### src/rtl/pipe_mem_arbiter_if.sv
// Bundle for the unified memory arbiter: IF/MEM requester ports, the memory port and status.
// The arbiter takes the slave view; the pipeline/memory side takes the master view.
interface pipe_mem_arbiter_if #(
  parameter int DW = 32,
  parameter int AW = 10
) ();

  logic          halt;

  logic          d_req;
  logic          d_we;
  logic [AW-1:0] d_addr;
  logic [DW-1:0] d_wdata;
  logic          d_ack;
  logic [DW-1:0] d_rdata;

  logic          i_req;
  logic [AW-1:0] i_addr;
  logic          i_ack;
  logic [DW-1:0] i_rdata;

  logic          mem_en;
  logic          mem_we;
  logic [AW-1:0] mem_addr;
  logic [DW-1:0] mem_wdata;
  logic [DW-1:0] mem_rdata;

  logic          busy;
  logic          gnt_data;

  modport slave (
    input  halt,
    input  d_req, d_we, d_addr, d_wdata,
    output d_ack, d_rdata,
    input  i_req, i_addr,
    output i_ack, i_rdata,
    output mem_en, mem_we, mem_addr, mem_wdata,
    input  mem_rdata,
    output busy, gnt_data
  );

  modport master (
    output halt,
    output d_req, d_we, d_addr, d_wdata,
    input  d_ack, d_rdata,
    output i_req, i_addr,
    input  i_ack, i_rdata,
    input  mem_en, mem_we, mem_addr, mem_wdata,
    output mem_rdata,
    input  busy, gnt_data
  );

endinterface

### src/rtl/pipe_mem_arbiter.sv
// Single-port memory sequencer shared by instruction fetch and the MEM stage.
// Data has fixed priority; fetch is forced through after MAX_STARVE contested data wins.
module pipe_mem_arbiter #(
  parameter int DW         = 32,
  parameter int AW         = 10,
  parameter int RD_LAT     = 1,
  parameter int MAX_STARVE = 3
) (
  input  logic               clk,
  input  logic               reset,
  pipe_mem_arbiter_if.slave  bus
);

  typedef enum logic [1:0] {
    S_IDLE,
    S_ISSUE,
    S_WAIT,
    S_DONE
  } state_t;

  state_t        r_state;
  logic [3:0]    r_starve_cnt;
  logic [2:0]    r_lat_cnt;

  logic          r_busy;
  logic          r_gnt_data;
  logic          r_d_ack;
  logic          r_i_ack;
  logic [DW-1:0] r_d_rdata;
  logic [DW-1:0] r_i_rdata;
  logic          r_mem_en;
  logic          r_mem_we;
  logic [AW-1:0] r_mem_addr;
  logic [DW-1:0] r_mem_wdata;

  logic          w_any_req;
  logic          w_contested;
  logic          w_fetch_forced;
  logic          w_pick_data;

  assign w_any_req      = bus.d_req | bus.i_req;
  assign w_contested    = bus.d_req & bus.i_req;
  assign w_fetch_forced = w_contested && (r_starve_cnt == 4'(MAX_STARVE));
  assign w_pick_data    = bus.d_req && !w_fetch_forced;

  always_ff @(posedge clk) begin
    if (reset) begin
      r_state      <= S_IDLE;
      r_starve_cnt <= '0;
      r_lat_cnt    <= '0;
      r_busy       <= 1'b0;
      r_gnt_data   <= 1'b0;
      r_d_ack      <= 1'b0;
      r_i_ack      <= 1'b0;
      r_d_rdata    <= '0;
      r_i_rdata    <= '0;
      r_mem_en     <= 1'b0;
      r_mem_we     <= 1'b0;
      r_mem_addr   <= '0;
      r_mem_wdata  <= '0;
    end else begin
      // NOTE: non-blocking throughout, so every branch below sees pre-edge state;
      // the pulse outputs default low and are raised only in the cycle that needs them.
      r_d_ack  <= 1'b0;
      r_i_ack  <= 1'b0;
      r_mem_en <= 1'b0;

      case (r_state)
        S_IDLE: begin
          if (!bus.halt && w_any_req) begin
            r_state    <= S_ISSUE;
            r_busy     <= 1'b1;
            r_mem_en   <= 1'b1;
            r_gnt_data <= w_pick_data;
            if (w_pick_data) begin
              r_mem_we    <= bus.d_we;
              r_mem_addr  <= bus.d_addr;
              r_mem_wdata <= bus.d_wdata;
              if (w_contested) begin
                r_starve_cnt <= r_starve_cnt + 4'd1;
              end
            end else begin
              r_mem_we     <= 1'b0;
              r_mem_addr   <= bus.i_addr;
              r_mem_wdata  <= '0;
              r_starve_cnt <= '0;
            end
          end
        end

        S_ISSUE: begin
          if (r_mem_we) begin
            r_state <= S_DONE;
            r_d_ack <= r_gnt_data;
            r_i_ack <= !r_gnt_data;
          end else begin
            r_state   <= S_WAIT;
            r_lat_cnt <= 3'(RD_LAT - 1);
          end
        end

        S_WAIT: begin
          // The count reaching zero marks the cycle in which mem_rdata is valid.
          if (r_lat_cnt == 3'd0) begin
            r_state <= S_DONE;
            r_d_ack <= r_gnt_data;
            r_i_ack <= !r_gnt_data;
            if (r_gnt_data) begin
              r_d_rdata <= bus.mem_rdata;
            end else begin
              r_i_rdata <= bus.mem_rdata;
            end
          end else begin
            r_lat_cnt <= r_lat_cnt - 3'd1;
          end
        end

        S_DONE: begin
          r_state <= S_IDLE;
          r_busy  <= 1'b0;
        end

        default: begin
          r_state <= S_IDLE;
          r_busy  <= 1'b0;
        end
      endcase
    end
  end

  assign bus.busy      = r_busy;
  assign bus.gnt_data  = r_gnt_data;
  assign bus.d_ack     = r_d_ack;
  assign bus.d_rdata   = r_d_rdata;
  assign bus.i_ack     = r_i_ack;
  assign bus.i_rdata   = r_i_rdata;
  assign bus.mem_en    = r_mem_en;
  assign bus.mem_we    = r_mem_we;
  assign bus.mem_addr  = r_mem_addr;
  assign bus.mem_wdata = r_mem_wdata;

endmodule

### src/flat_wrapper.sv
// flat-port wrapper written by rule: the top's interface ports become plain ports
module pipe_mem_arbiter_flat 
#(
  parameter int DW         = 32,
  parameter int AW         = 10,
  parameter int RD_LAT     = 1,
  parameter int MAX_STARVE = 3
)
  (clk, reset, bus_halt, bus_d_req, bus_d_we, bus_d_addr, bus_d_wdata, bus_d_ack, bus_d_rdata, bus_i_req, bus_i_addr, bus_i_ack, bus_i_rdata, bus_mem_en, bus_mem_we, bus_mem_addr, bus_mem_wdata, bus_mem_rdata, bus_busy, bus_gnt_data);
  pipe_mem_arbiter_if #(.DW(DW), .AW(AW)) bus_i ();
  input  logic clk;
  input  logic reset;
  input wire logic [$bits(bus_i.halt)-1:0] bus_halt;
  input wire logic [$bits(bus_i.d_req)-1:0] bus_d_req;
  input wire logic [$bits(bus_i.d_we)-1:0] bus_d_we;
  input wire logic [$bits(bus_i.d_addr)-1:0] bus_d_addr;
  input wire logic [$bits(bus_i.d_wdata)-1:0] bus_d_wdata;
  output wire logic [$bits(bus_i.d_ack)-1:0] bus_d_ack;
  output wire logic [$bits(bus_i.d_rdata)-1:0] bus_d_rdata;
  input wire logic [$bits(bus_i.i_req)-1:0] bus_i_req;
  input wire logic [$bits(bus_i.i_addr)-1:0] bus_i_addr;
  output wire logic [$bits(bus_i.i_ack)-1:0] bus_i_ack;
  output wire logic [$bits(bus_i.i_rdata)-1:0] bus_i_rdata;
  output wire logic [$bits(bus_i.mem_en)-1:0] bus_mem_en;
  output wire logic [$bits(bus_i.mem_we)-1:0] bus_mem_we;
  output wire logic [$bits(bus_i.mem_addr)-1:0] bus_mem_addr;
  output wire logic [$bits(bus_i.mem_wdata)-1:0] bus_mem_wdata;
  input wire logic [$bits(bus_i.mem_rdata)-1:0] bus_mem_rdata;
  output wire logic [$bits(bus_i.busy)-1:0] bus_busy;
  output wire logic [$bits(bus_i.gnt_data)-1:0] bus_gnt_data;
  assign bus_i.halt = bus_halt;
  assign bus_i.d_req = bus_d_req;
  assign bus_i.d_we = bus_d_we;
  assign bus_i.d_addr = bus_d_addr;
  assign bus_i.d_wdata = bus_d_wdata;
  assign bus_d_ack = bus_i.d_ack;
  assign bus_d_rdata = bus_i.d_rdata;
  assign bus_i.i_req = bus_i_req;
  assign bus_i.i_addr = bus_i_addr;
  assign bus_i_ack = bus_i.i_ack;
  assign bus_i_rdata = bus_i.i_rdata;
  assign bus_mem_en = bus_i.mem_en;
  assign bus_mem_we = bus_i.mem_we;
  assign bus_mem_addr = bus_i.mem_addr;
  assign bus_mem_wdata = bus_i.mem_wdata;
  assign bus_i.mem_rdata = bus_mem_rdata;
  assign bus_busy = bus_i.busy;
  assign bus_gnt_data = bus_i.gnt_data;
  pipe_mem_arbiter #(.DW(DW), .AW(AW), .RD_LAT(RD_LAT), .MAX_STARVE(MAX_STARVE)) u_core (.clk(clk), .reset(reset), .bus(bus_i));
endmodule
### config.mk
export PLATFORM = sky130hd
export DESIGN_NAME = pipe_mem_arbiter_flat
export DESIGN_NICKNAME = d
export VERILOG_FILES = /design/src/rtl/pipe_mem_arbiter_if.sv /design/src/rtl/pipe_mem_arbiter.sv /design/src/flat_wrapper.sv
export SDC_FILE = /design/constraint.sdc
export NUM_CORES = 1
export LEC_CHECK = 0
export ABC_AREA = 1
export BUFFER_PORTS_ARGS = -buffer_cell sky130_fd_sc_hd__buf_2
export CORE_ASPECT_RATIO = 0.6
export CORE_MARGIN = 2
export CORE_UTILIZATION = 40
export DETAILED_ROUTE_END_ITERATION = 6
export GPL_TIMING_DRIVEN = 0
export PLACE_DENSITY = 0.68
export SYNTH_ARGS = -nofsm -noshare
export SYNTH_HDL_FRONTEND = slang
export SYNTH_SLANG_ARGS = --single-unit
### constraint.sdc
create_clock -name clk -period 2.1 [get_ports clk]
set_clock_uncertainty 0.05 [all_clocks]
set_input_delay 0.315 -clock clk [delete_from_list [all_inputs] [get_ports clk]]
set_output_delay 0.315 -clock clk [all_outputs]
set_load 0.05 [all_outputs]
# --- Word-level counts from Yosys, hierarchy flattened ---
# Cells that the tools add are included.
op_classes:
  add_sub_neg: 2
  n_eq_ne: 9
  mux: 21
  n_bitwise: 4
  n_reduce_logical: 18
op_table:
  columns: ["operator", "count"]
  rows:
  - ["32-bit two-way mux", 1]
  - ["3-bit AND reduction", 4]
  - ["10-bit two-way mux", 1]
  - ["1-bit two-way mux", 8]
  - ["4-bit two-way mux", 2]
  - ["2-bit one-hot mux with 4 select lines", 1]
  - ["3-bit two-way mux", 2]
  - ["2-bit by 1-bit != test with 1-bit output, second input constant", 3]
  - ["1-bit one-hot mux with 2 select lines", 3]
  - ["3-bit one-hot mux with 2 select lines", 1]
  - ["2-bit AND reduction", 3]
  - ["4-bit by 1-bit adder with 4-bit output, second input constant", 1]
  - ["2-bit equality test, second input constant", 2]
  - ["4-bit by 2-bit equality test with 1-bit output, second input constant", 1]
  - ["2-bit two-way mux", 2]
  - ["2-bit != test, second input constant", 2]
  - ["2-bit nonzero test", 2]
  - ["1-bit logical AND", 3]
  - ["1-bit zero test", 3]
  - ["3-bit zero test", 1]
  - ["3-bit by 1-bit subtractor with 3-bit output, second input constant", 1]
  - ["2-bit by 1-bit equality test with 1-bit output, second input constant", 1]
  - ["2-bit zero test", 1]
  - ["1-bit NOT", 2]
  - ["3 further kinds", 3]
totals:
  regBits: 121
  input_bits: 90
  out_inout_bits: 112
  elab_cells: 67

# --- Depth between registers and ports, before layout ---
depth:
  ltp_word: 6
  depth_mapped: 9
  mapped_depth_nobuf: 8

# --- Worst setup path after synthesis ---
# Ideal clock, no wire load.
synth_timing:
  path_type: "reg2reg"
  startpoint: "register u_core.r_gnt_data (netlist: u_core.bus.gnt_data)"
  endpoint: "register u_core.r_d_rdata[10] (netlist: u_core.bus.d_rdata[10])"
  setup_ns: 0.070
  arrival_time_ns: 1.394
  required_time_ns: 1.980
  path_slack_ns: 0.585
  stages_incl_launch_ff: 5
  n_path_buf: 2
  path_cell_list: "dfxtp_1 -> buf_2 -> clkbuf_1 -> nand3_1 -> a21oi_1"
synth_between:
  elab_chain_len: 1
synth_rtl:
  columns: ["item", "line_no", "source"]
  rows:
  - ["from (decl)", "pipe_mem_arbiter.sv:26", "logic r_gnt_data;"]
  - ["from (signal assigned)", "pipe_mem_arbiter.sv:74", "r_gnt_data <= w_pick_data;"]
  - ["3-bit AND reduction (no source line)", null, null]
  - ["to (signal assigned)", "pipe_mem_arbiter.sv:109", "r_d_rdata <= bus.mem_rdata;"]
  - ["to (decl)", "pipe_mem_arbiter.sv:29", "logic [DW-1:0] r_d_rdata;"]
# No other way between the ends.
# A chain may end at the register's enable or synchronous reset.

# --- Final worst setup path ---
layout_timing:
  startpoint: "register u_core.r_state[0]"
  endpoint: "register u_core.r_i_rdata[11] (netlist: u_core.bus.i_rdata[11])"
layout_between:
  elab_chain_len: 2
layout_rtl:
  columns: ["item", "line_no", "source"]
  rows:
  - ["from (decl)", "pipe_mem_arbiter.sv:21", "state_t r_state;"]
  - ["from (signal assigned)", "pipe_mem_arbiter.sv:48", "r_state <= S_IDLE;"]
  - ["from (signal assigned)", "pipe_mem_arbiter.sv:71", "r_state <= S_ISSUE;"]
  - ["from (signal assigned)", "pipe_mem_arbiter.sv:93", "r_state <= S_DONE;"]
  - ["2-bit equality test", "pipe_mem_arbiter.sv:68", "case (r_state)"]
  - ["3-bit AND reduction (no source line)", null, null]
  - ["to (signal assigned)", "pipe_mem_arbiter.sv:111", "r_i_rdata <= bus.mem_rdata;"]
  - ["to (decl)", "pipe_mem_arbiter.sv:30", "logic [DW-1:0] r_i_rdata;"]
# No other way between the ends.

==> impl_metrics.json <==
{
  "result_of_the_run": "complete, no violations",
  "antenna_found_initial": 0,
  "htree_num_levels": 4,
  "synth_top_area_share": 0.481,
  "most_frequently_used_cell_type_in_the_post_synthesis_netlist": "sky130_fd_sc_hd__nor2_1",
  "postCtsSetupBuffers": 0,
  "synth_area_per_cell_um2": 7.01,
  "ctsLongestPathBuffers": 2,
  "endpoint_of_the_worst_slack_reg_to_reg_timing_path": "u_core.bus.i_rdata[11]$_SDFFE_PP0P_",
  "design.die.area_mm2": 0.0135,
  "final-setup-viol-count": 0,
  "post-route-period-util": 0.899,
  "detailed_place_hpwl_mm": 11.1,
  "synth-warning-count": 0,
  "layout-area-overhead-vs-synth_pct": 36.0,
  "power_uw": 8760,
  "netlist_top_cells_count": "sky130_fd_sc_hd__nor2_1, sky130_fd_sc_hd__dfxtp_1, sky130_fd_sc_hd__nand2_1, sky130_fd_sc_hd__nand3_1, sky130_fd_sc_hd__inv_1",
  "tns_ns": 0,
  "detailedRoute.firstIterationViolations": 276,
  "routed_via_count": 5220,
  "synth_adder_area_share": 0.0199,
  "largest_net_degree_at_the_start_of_global_routing": 17,
  "reg2reg_from": "u_core.r_state[0]$_SDFFE_PP0P_",
  "irDropWorstVdd_uv": 738,
  "synthTopCellsByArea": "sky130_fd_sc_hd__dfxtp_1, sky130_fd_sc_hd__nor2_1, sky130_fd_sc_hd__nand3_1, sky130_fd_sc_hd__nand2_1, sky130_fd_sc_hd__inv_1",
  "chipWidth_um": 149,
  "multiplexer_area_fraction_after_synthesis": 0,
  "synth_area_leader_cell": "sky130_fd_sc_hd__dfxtp_1",
  "final_hold_vios": 0,
  "hold_path_class": "primary input to flip-flop",
  "antennaDiodeCount": 0,
  "drt-vias-per-instance": 4.69,
  "holdPathEnd": "u_core.bus.i_rdata[15]$_SDFFE_PP0P_",
  "edff_count_synth": 0,
  "critical_path_required_ns": 2.34,
  "top_level_pins": 202,
  "drtAntennaViolNets": 0,
  "layout.nets": 1034,
  "synthesis.area_mm2": 0.00504,
  "i_o_buffers": 199,
  "synthFlopType": "sky130_fd_sc_hd__dfxtp_1",
  "hold_path_startpoint": "bus_mem_rdata[15]",
  "place_ws_ns": 0.159,
  "post_synth_and_or_nand_nor_area_fraction": 0.319,
  "layout-drive-gt1-share": 0.280,
  "critPathArrivalTime_ns": 2.13,
  "finalCoreUtilization": 0.563,
  "ff2ff_setup_slack_ns": 0.21,
  "global_route.usage.met3": 0.0672,
  "grtUsageMet1": 0.340,
  "async_reset_ff_frac": 0,
  "remaining_drc_errors": 0,
  "wire_length_after_detailed_routing_mm": 14.9,
  "final.min_clock_period_ns": 1.89,
  "dieHeight_um": 90.9,
  "detail_route.wl_per_cell_um": 13.4,
  "place_congestion": 0.842,
  "row_count": 31,
  "worstSetupPathType": "flip-flop to flip-flop",
  "first_pass_iters": 5,
  "track_usage": 0.222,
  "cts_root_buffer": "sky130_fd_sc_hd__clkbuf_16",
  "grt.busiest_layer": "met1",
  "gr-usage-met2": 0.297,
  "synth_cells": 718,
  "synth_xor_area_frac": 0.00522,
  "slew_violations": 0,
  "numCtsBuffers": 17,
  "max_cap_viols": 0,
  "clock_tree_from_tritoncts": "built",
  "fin_ws_ns": 0.212,
  "grt_first_pass_wirelength_mm": 23.6,
  "postSynthRegisterBits": 121,
  "synth_top_family_by_area": "simple AND/OR/NAND/NOR gates",
  "maxClockFrequency_mhz": 530,
  "starting_density_of_the_core": 0.413,
  "max-slew-margin-rel": 0.612,
  "synth_sequential_area_ratio": 0.481,
  "mappedNetlistNets": 816,
  "hold_path_depth": 3,
  "grt-ovfl-total": 0,
  "fp.coreArea_mm2": 0.0122,
  "max_slew.worst_pin.slew_ns": 0.582,
  "yosys.cell_types.count": 23,
  "synth_compound_gate_area_share": 0.0852,
  "clkTransAtPathRegs_ns": 0.06,
  "cp-end-kind": "flip-flop",
  "vias_in_the_first_global_route": 4670,
  "cp-start-kind": "flip-flop",
  "rsz_0062_raised_after_global_routing": "no",
  "clock_net_sink_count": 121,
  "worst_r2r_path_depth": 8,
  "clock_latency_ns": 0.41,
  "total_leakage_power_uw": 0.00359,
  "cellPowerDensity_mw_per_mm2": 1280,
  "path_max_fanout": 10
}
cells in the final DEF (no fill, tap or decap):
cell	netlist	routed
sky130_fd_sc_hd__nor2_2	1	1
sky130_fd_sc_hd__a21oi_1	38	38
sky130_fd_sc_hd__clkinv_4	0	3
sky130_fd_sc_hd__inv_2	4	4
sky130_fd_sc_hd__dfxtp_1	121	121
sky130_fd_sc_hd__o21ai_1	5	5
sky130_fd_sc_hd__nand3_1	84	84
sky130_fd_sc_hd__ha_1	8	8
sky130_fd_sc_hd__clkbuf_16	0	17
sky130_fd_sc_hd__o21ai_0	41	41
sky130_fd_sc_hd__xor2_1	2	2
sky130_fd_sc_hd__nand4_1	2	2
sky130_fd_sc_hd__nand2_2	1	1
sky130_fd_sc_hd__inv_6	0	1
sky130_fd_sc_hd__o2111ai_1	1	1
sky130_fd_sc_hd__nor2_1	206	206
sky130_fd_sc_hd__buf_2	23	222
sky130_fd_sc_hd__clkbuf_8	0	1
sky130_fd_sc_hd__inv_1	57	57
sky130_fd_sc_hd__buf_4	1	1
sky130_fd_sc_hd__clkinvlp_4	0	5
sky130_fd_sc_hd__buf_1	5	5
sky130_fd_sc_hd__nand2_1	98	98
sky130_fd_sc_hd__clkbuf_1	15	14
sky130_fd_sc_hd__clkbuf_2	1	2
sky130_fd_sc_hd__clkinv_2	0	2
sky130_fd_sc_hd__bufinv_16	0	3
sky130_fd_sc_hd__nand3_4	1	1
sky130_fd_sc_hd__buf_6	2	2
sky130_fd_sc_hd__xnor2_1	1	1
cell families after synthesis:
logic type | after synthesis
simple gates | 393
buf+inv | 108
flops | 121
xor+xnor | 3
fa+ha+maj | 8
compound gates | 85
power breakdown:
group,internal [µW],switching (µW),total [µW]
Sequential,2660,185,2840
Combinational,730,2200,2930
Clock,1900,1090,2990
area by class of cell:
| class | instances | area [µm²] |
|---|---|---|
| Buffer | 47 | 226 |
| Clock buffer | 18 | 439 |
| Clock inverter | 14 | 173 |
| Fill cell | 1236 | 5330 |
| Inverter | 61 | 229 |
| Multi-Input combinational cell | 489 | 2160 |
| Sequential cell | 121 | 2420 |
| Tap cell | 165 | 206 |
| Timing Repair Buffer | 199 | 996 |
worst max-delay path, cell delays in order, from the launching register on:
cell and delay [ns]:
sky130_fd_sc_hd__dfxtp_1 0.35, sky130_fd_sc_hd__inv_1 0.15, sky130_fd_sc_hd__ha_1 0.24, sky130_fd_sc_hd__nand3_1 0.17
sky130_fd_sc_hd__nor2_2 0.28, sky130_fd_sc_hd__inv_1 0.16, sky130_fd_sc_hd__buf_2 0.23, sky130_fd_sc_hd__nor2_1 0.11
sky130_fd_sc_hd__nor2_1 0.06
how the worst max path moves through the flow:
stage | from | endpoint | slack (ns) | depth (start not counted)
final | u_core.r_state[0]$_SDFFE_PP0P_ | u_core.bus.i_rdata[11]$_SDFFE_PP0P_ | 0.21 | 8
after global routing | u_core.r_state[0]$_SDFFE_PP0P_ | u_core.bus.i_rdata[31]$_SDFFE_PP0P_ | 0.003 | 7
after CTS | u_core.r_state[0]$_SDFFE_PP0P_ | u_core.bus.i_rdata[11]$_SDFFE_PP0P_ | 0.13 | 7
after detailed placement | u_core.r_state[0]$_SDFFE_PP0P_ | u_core.bus.i_rdata[11]$_SDFFE_PP0P_ | 0.16 | 7
after global placement | u_core.r_state[0]$_SDFFE_PP0P_ | u_core.bus.i_rdata[8]$_SDFFE_PP0P_ | 0.22 | 7
after floorplan | u_core.bus.gnt_data$_SDFFE_PP0P_ | u_core.bus.d_rdata[10]$_SDFFE_PP0P_ | 0.59 | 4
through the flow:
| step | area [µm²] | hold slack (ns) | std cells |
|---|---|---|---|
| floorplan | 5040 | 0.400 | 718 |
| global placement | 6240 | 0.396 | 1082 |
| detailed placement | 6240 | 0.401 | 1082 |
| CTS | 6850 | 0.0903 | 1114 |
| global route | 6850 | 0.0972 | 1114 |
| finish | 6850 | 0.101 | 1114 |
flip-flops by register name (all words and copies together) (netlist names):
signal / flops
u_core.bus.d_ack: 1
u_core.bus.gnt_data: 1
u_core.bus.i_rdata: 32
u_core.bus.mem_wdata: 32
u_core.bus.i_ack: 1
u_core.bus.d_rdata: 32
u_core.bus.mem_addr: 10
u_core.r_starve_cnt: 4
u_core.bus.busy: 1
u_core.bus.mem_we: 1
u_core.r_state: 2
u_core.r_lat_cnt: 3
u_core.bus.mem_en: 1
per-layer routing:
layer / vias up / routed length (µm)
met5: - / 0
met2: 190 / 5740
met4: 0 / 89
met1: 2328 / 7860
met3: 8 / 1220
li1: 2694 / -
timing repair:
action,in CTS,in global routing
setup endpoints to repair,0,10
resized for setup,0,2
endpoints found under the hold margin,0,0
hold buffers,0,0
No activity file was read; power rests on OpenSTA's default activity.
